$ cat config.mk
export PLATFORM = sky130hd
export DESIGN_NAME = dmem_lsu
export DESIGN_NICKNAME = d
export VERILOG_FILES = /design/src/rtl/dmem_lsu.sv
export SDC_FILE = /design/constraint.sdc
export NUM_CORES = 1
export LEC_CHECK = 0
export BUFFER_PORTS_ARGS = -buffer_cell sky130_fd_sc_hd__clkbuf_2
export CAP_MARGIN = 30
export CORE_UTILIZATION = 53
export CTS_CLUSTER_SIZE = 8
export DETAILED_ROUTE_END_ITERATION = 10
export GPL_TIMING_DRIVEN = 1
export PLACE_DENSITY_LB_ADDON = 0.12
export SETUP_SLACK_MARGIN = 0.2
export SLEW_MARGIN = 15
export SYNTH_ARGS = -nofsm -noshare
export SYNTH_HDL_FRONTEND = slang
export SYNTH_SLANG_ARGS = --single-unit
$ cat constraint.sdc
create_clock -name clk -period 2.3 [get_ports clk]
set_input_delay 0.345 -clock clk [delete_from_list [all_inputs] [get_ports clk]]
set_output_delay 0.345 -clock clk [all_outputs]
set_load 0.02 [all_outputs]
$ cat src/rtl/dmem_lsu.sv
// dmem_lsu: single-outstanding load/store initiator for a 16-bit big-endian data memory.
// Latency after accept: load/word store resp at +2, byte store (read-modify-write) at +3, error at +1.
// Backpressure: req_ready only in IDLE; a response is held stable until resp_ready is seen.
// Option: define LSU_ALIGN_CHK_EN to reject word accesses at odd byte addresses.
module dmem_lsu #(
  parameter int ADDR_W = 8
) (
  input  logic              clk,
  input  logic              rst_n,
  input  logic              req_valid,
  output logic              req_ready,
  input  logic              req_write,
  input  logic              req_byte,
  input  logic [ADDR_W-1:0] req_addr,
  input  logic [15:0]       req_wdata,
  output logic              resp_valid,
  input  logic              resp_ready,
  output logic [15:0]       resp_rdata,
  output logic              resp_err,
  output logic [15:0]       mem_addr,
  output logic [15:0]       mem_wdata,
  output logic              mem_read,
  output logic              mem_write,
  input  logic [15:0]       mem_rdata
);

  typedef enum logic [2:0] {
    IDLE   = 3'd0,
    RD     = 3'd1,
    RMW_RD = 3'd2,
    RMW_WR = 3'd3,
    WR     = 3'd4,
    RESP   = 3'd5
  } state_t;

  typedef struct packed {
    logic              write;
    logic              byte_acc;
    logic [ADDR_W-1:0] addr;
    logic [15:0]       wdata;
  } req_t;

  state_t      state, state_nxt;
  req_t        req_q;
  logic [7:0]  merge_q;
  logic [15:0] rdata_q;
  logic        err_q;
  logic        accept;
  logic        req_err;
  logic [15:0] addr_ext;

  assign accept     = (state == IDLE) && req_valid;
  assign addr_ext   = 16'(req_q.addr);
  assign resp_rdata = rdata_q;
  assign resp_err   = err_q;

  // Reject word accesses that would run past the top of memory (and odd ones when checking alignment).
  always_comb begin
    req_err = !req_byte && (req_addr == {ADDR_W{1'b1}});
`ifdef LSU_ALIGN_CHK_EN
    if (!req_byte && req_addr[0]) begin
      req_err = 1'b1;
    end
`endif
  end

  // State register; async reset drops the strobes at once since they decode from state.
  always_ff @(posedge clk or negedge rst_n) begin
    if (!rst_n) begin
      state <= IDLE;
    end else begin
      state <= state_nxt;
    end
  end

  // Request capture, read-data capture and byte-merge register.
  always_ff @(posedge clk or negedge rst_n) begin
    if (!rst_n) begin
      req_q   <= '0;
      merge_q <= '0;
      rdata_q <= '0;
      err_q   <= 1'b0;
    end else begin
      if (accept) begin
        req_q   <= '{write: req_write, byte_acc: req_byte, addr: req_addr, wdata: req_wdata};
        rdata_q <= '0;
        err_q   <= req_err;
      end
      if (state == RD) begin
        rdata_q <= req_q.byte_acc ? {8'h00, mem_rdata[15:8]} : mem_rdata;
      end
      if (state == RMW_RD) begin
        // Only the neighbouring byte survives the merge; the addressed byte is replaced.
        merge_q <= mem_rdata[7:0];
      end
    end
  end

  // Next-state and strobe decode; memory bus is zero whenever no strobe is active.
  always_comb begin
    state_nxt  = state;
    req_ready  = 1'b0;
    resp_valid = 1'b0;
    mem_read   = 1'b0;
    mem_write  = 1'b0;
    mem_addr   = '0;
    mem_wdata  = '0;
    case (state)
      IDLE: begin
        req_ready = 1'b1;
        if (req_valid) begin
          if (req_err) begin
            state_nxt = RESP;
          end else if (!req_write) begin
            state_nxt = RD;
          end else if (req_byte) begin
            state_nxt = RMW_RD;
          end else begin
            state_nxt = WR;
          end
        end
      end
      RD: begin
        mem_read  = 1'b1;
        mem_addr  = addr_ext;
        state_nxt = RESP;
      end
      RMW_RD: begin
        mem_read  = 1'b1;
        mem_addr  = addr_ext;
        state_nxt = RMW_WR;
      end
      RMW_WR: begin
        mem_write = 1'b1;
        mem_addr  = addr_ext;
        mem_wdata = {req_q.wdata[7:0], merge_q};
        state_nxt = RESP;
      end
      WR: begin
        mem_write = 1'b1;
        mem_addr  = addr_ext;
        mem_wdata = req_q.wdata;
        state_nxt = RESP;
      end
      RESP: begin
        resp_valid = 1'b1;
        if (resp_ready) begin
          state_nxt = IDLE;
        end
      end
      default: state_nxt = IDLE;
    endcase
  end

endmodule

* Word level (Yosys, flattened, before mapping) *
Cells that the tools add are included.
Widths: inputs -> output; s select.

cells by class
  eq/ne operators = 8
  multiplexer cells = 15
  reduce and logical (&&, ||, !) cells = 10

operators by type and width
  kind                count
  $mux 16             3
  $pmux 16 s2         1
  $mux 3              5
  $pmux 3 s4          1
  $eq 8x8->1 const B  1
  $mux 8              1
  $eq 3x2->1 const B  2
  $eq 3x3->1 const B  2
  $mux 1              4
  $ne 2x2->1 const B  2
  $reduce_or 2->1     2
  $reduce_or 4->1     1
  $eq 3x1->1 const B  1
  $logic_not 3->1     1
  $reduce_or 3->1     1
  $logic_and 1x1->1   2
  $reduce_and 2->1    1
  $reduce_bool 2->1   1
  $logic_not 1->1     1

storage, ports and cells
  register bits after elaboration = 53
  input bits = 46
  output and inout port bits = 53

* Logic depth before layout (Yosys ltp) *
  word-level depth = 5
  depth in mapped cells = 6

* Least setup slack after synthesis *
No wires, ideal clock.

  path type = reg2reg
  start point = register state[0]
  end point = register req_q (netlist bit addr_ext[7])
  setup time = 0.127 ns
  data arrival time = 1.617 ns
  required time = 2.173 ns
  setup slack = 0.556 ns
  stages on the path, launching flop included = 6
  path buffers = 2
  clock period less this slack = 1.744 ns
  cell sequence = dfrtp_1 -> nor3_2 -> and2_4 -> buf_12 -> buf_12 -> mux2_1

between the ends
  word-level cells in the longest chain between the ends = 2

RTL lines
  element                 line  RTL
  start, declared         43    state_t state, state_nxt;
  start signal, assigned  72    state <= state_nxt;
  $logic_not 3->1         52    assign accept = (state == IDLE) && req_valid;
  $logic_and 1x1->1       52
  end signal, assigned    85    req_q <= '{write: req_write, byte_acc: req_byte, addr: req_addr, wdata: req_wdata};
  end, declared           44    req_t req_q;

No other way between the ends.
A chain may end at the register's enable or synchronous reset.

* Worst setup path after layout *
  start point = register state[2]
  end point = output mem_write

between the ends
  word-level cells in the longest chain between the ends = 3
  elaborated cells on any way between the ends = 4
  those cells by class = eq/ne (2); mux (1); reduce/logical (1)

RTL lines
  element                                   line  RTL
  $eq 3x3->1 or $eq 3x2->1 (tied branches)  108   case (state)
  $reduce_or 2->1 (no source line) (*)      --
  $mux 1 (*)                                108
  end, declared                             23    output logic mem_write,

Mark *: on every way between the ends. The rest lies on a longest branch, timed or not.

==> run_results.csv <==
group,metric,value,unit
synthesis,ys_seq_elements,53,
timing,setup_violations,0,
setup_path,worst_setup_path_start_kind,"register",
place,placed_cell_area,3080,sq um
floorplanning,dieArea,5330,sq um
finish,regArea,1330,sq um
timing,min_period,1980,ps
finish,stdcell_area,3200,sq um
synthesis,synthArstFlopShare,100,%
grt,antenna_found_initial,0,
detailed_routing,drt-initial-drc-count,131,
setup_path,critPathArrivalTime,1630,ps
clocking,htree_levels,2,
synthesis,yosysUniqueCellTypes,36,
power_and_ir_drop,power_leakage,1.66,nW
synthesis,synth_top_area_share,49.6,%
synthesis,synth_cells,197,
grt,track_usage,21.0,%
run_status,outcome,"complete, no violations",
place,post-place-ws,411,ps
power_and_ir_drop,p_per_area,1330,nW/um^2
timing,grt_setup_unrepaired,"no",
synthesis,synth-main-ff-cell,"dfrtp_1",
clocking,clockBufferDepth,2,
detailed_routing,drc,0,
timing,clock.fmax,506,MHz
clocking,path_clk_slew,90,ps
synthesis,synth_edf_count,0,
place,portBuffers,90,
floorplanning,start_util,55.9,%
clocking,clk_latency,310,ps
synthesis,synth-seq-area-share,49.6,%
setup_path,cp_max_fo,17,
detailed_routing,drt_wl_total,5230,um
clocking,clockRootBuffer,"clkbuf_8",
floorplanning,die_w,73.0,um
timing,fin_crit_sh,86.0,%
setup_path,criticalPathCategory,"reg2out",
finish,diodes,0,
power_and_ir_drop,vdd_drop_max,685,uV
synthesis,synth_area_leader_cell,"dfrtp_1",
setup_path,r2r_slack,430,ps
setup_path,required,1960,ps
clocking,cts_setup_buffers,0,
clocking,ctsResizeCount,0,
detailed_routing,avgViaCountPerCell,5.23,
grt,grt_max_degree,54,
detailed_routing,num_vias,1847,
grt,grt_overflow,0,
clocking,cts_tree,"yes",
synthesis,syn_area_per_cell,13.6,sq um
grt,grt_pass1_wl,8420,um
timing,slew_viol_final,0,
timing,tightestPinTransition,647,ps
detailed_routing,drtPass1Iterations,4,
clocking,cts-hold-fix-buffers,0,
synthesis,yosysMostFrequentCell,"dfrtp_1",
grt,grt_pass1_vias,1705,
run,drv_cap,0,
setup_path,end_kind,"primary output",
synthesis,yosys-top-cells-count,"dfrtp_1, a22o_1, mux2_4",
detailed_routing,detail-route-antenna-nets,0,
floorplanning,coreArea,4790,sq um
worst_hold_path,hold_class,"in2async",
timing,fin_ws,323,ps
finish,multi_input_comb_area,1170,sq um
synthesis,synth_area_leaders,"dfrtp_1, mux2_4, a22o_1",
synthesis,netlist_area,2670,sq um
clocking,cts_sinks,53,
finish,fillCellCount,368,
finish,drive_gt1_share,52.4,%
finish,finalNetCount,331,
timing,skew,7.33,ps
floorplanning,num_rows,25,
detailed_routing,wl_per_cell,14.8,um
timing,slew_headroom,56.3,%
place,routabilityCongestion,0.761,
timing,setup_tns,0,ps
finish,synthToLayoutAreaGrowth,19.7,%
place,dp_hpwl,3760,um
clocking,cts_buffers,5,
floorplanning,die-height,73.0,um
timing,hold_violations,0,
floorplanning,ios,99,
synthesis,ys.warnings.count,0,
## routing by layer
layer | GRT usage (%) | routed length [um]
met5 | 0 | 0
met4 | 5.45 | 27
met3 | 6.22 | 337
met2 | 29.9 | 2340
met1 | 31.0 | 2520
## power by group
group	switching [W]	total, W	internal [W]
Sequential	0.000327	0.00167	0.00134
Combinational	0.00103	0.00198	0.000947
Clock	0.000302	0.000629	0.000327
## cells by family (layout without fill, tap and decap cells)
kind of cell / Yosys count / count (layout) / share of synthesized area [%]
multiplexers: 42 / 42 / 20.1
AND/OR/NAND/NOR: 39 / 39 / 8.70
buffers and inverters: 23 / 105 / 7.81
flip-flops: 53 / 53 / 49.6
other: 1 / 8 / 0.140
AO/OA/AOI/OAI: 39 / 39 / 13.6
## worst max-delay path, stage by stage, from the launching register on
cell,delay (ps)
dfrtp_2,490
nor3b_2,190
buf_4,200
or2_2,290
clkbuf_2,160
## registers in the layout (all words and copies together) (netlist names)
register and cells:
req_q 17, state 3, resp_rdata 16, addr_ext 8, merge_q 8, resp_err 1
## placed cells by master, fill, tap and decap left out, types with 2 or more instances in the layout
master	n
conb_1	8
nand2_1	12
o221a_2	2
inv_1	2
a22o_1	24
buf_4	4
mux2i_1	8
mux2_2	7
mux2_1	7
and2_1	9
nor2_1	4
clkbuf_2	90
clkbuf_8	5
nor2_2	2
o22ai_2	8
dfrtp_2	3
mux2_4	20
dfrtp_1	50
## area by class of cell
type | instances | area share [%]
Timing Repair Buffer | 95 | 15.6
Multi-Input combinational cell | 128 | 36.5
Sequential cell | 53 | 41.6
Inverter | 2 | 0.235
Clock inverter | 2 | 1.21
Clock buffer | 6 | 2.27
Tap cell | 67 | 2.62
## path summary, 6_finish.rpt
kind | cells past startpoint | end | start
min in group clk | 2 | req_q[15] | req_wdata[15]
max | 4 | mem_write | state[2]
max reg2reg | 4 | resp_rdata[5] | state[0]
min reg2reg | 1 | addr_ext[7] | addr_ext[7]
min | 2 | resp_rdata[15] | rst_n
max in group asynchronous | 2 | state[1] | rst_n
## stage by stage
| stage | utilization (%) | total power [W] | instances | hold WS (ps) |
|---|---|---|---|---|
| after detailed placement | 64.4 | 0.00366 | 345 | 363 |
| after CTS | 66.7 | 0.00429 | 353 | 19.6 |
| after floorplan | - | 0.00317 | 204 | 49.4 |
| final | 66.9 | 0.00427 | 353 | 17.2 |
| after global routing | 66.9 | 0.00454 | 353 | 27.5 |
| after global placement | 64.4 | 0.00362 | 345 | 365 |
Power figures use the tool's default switching activity.
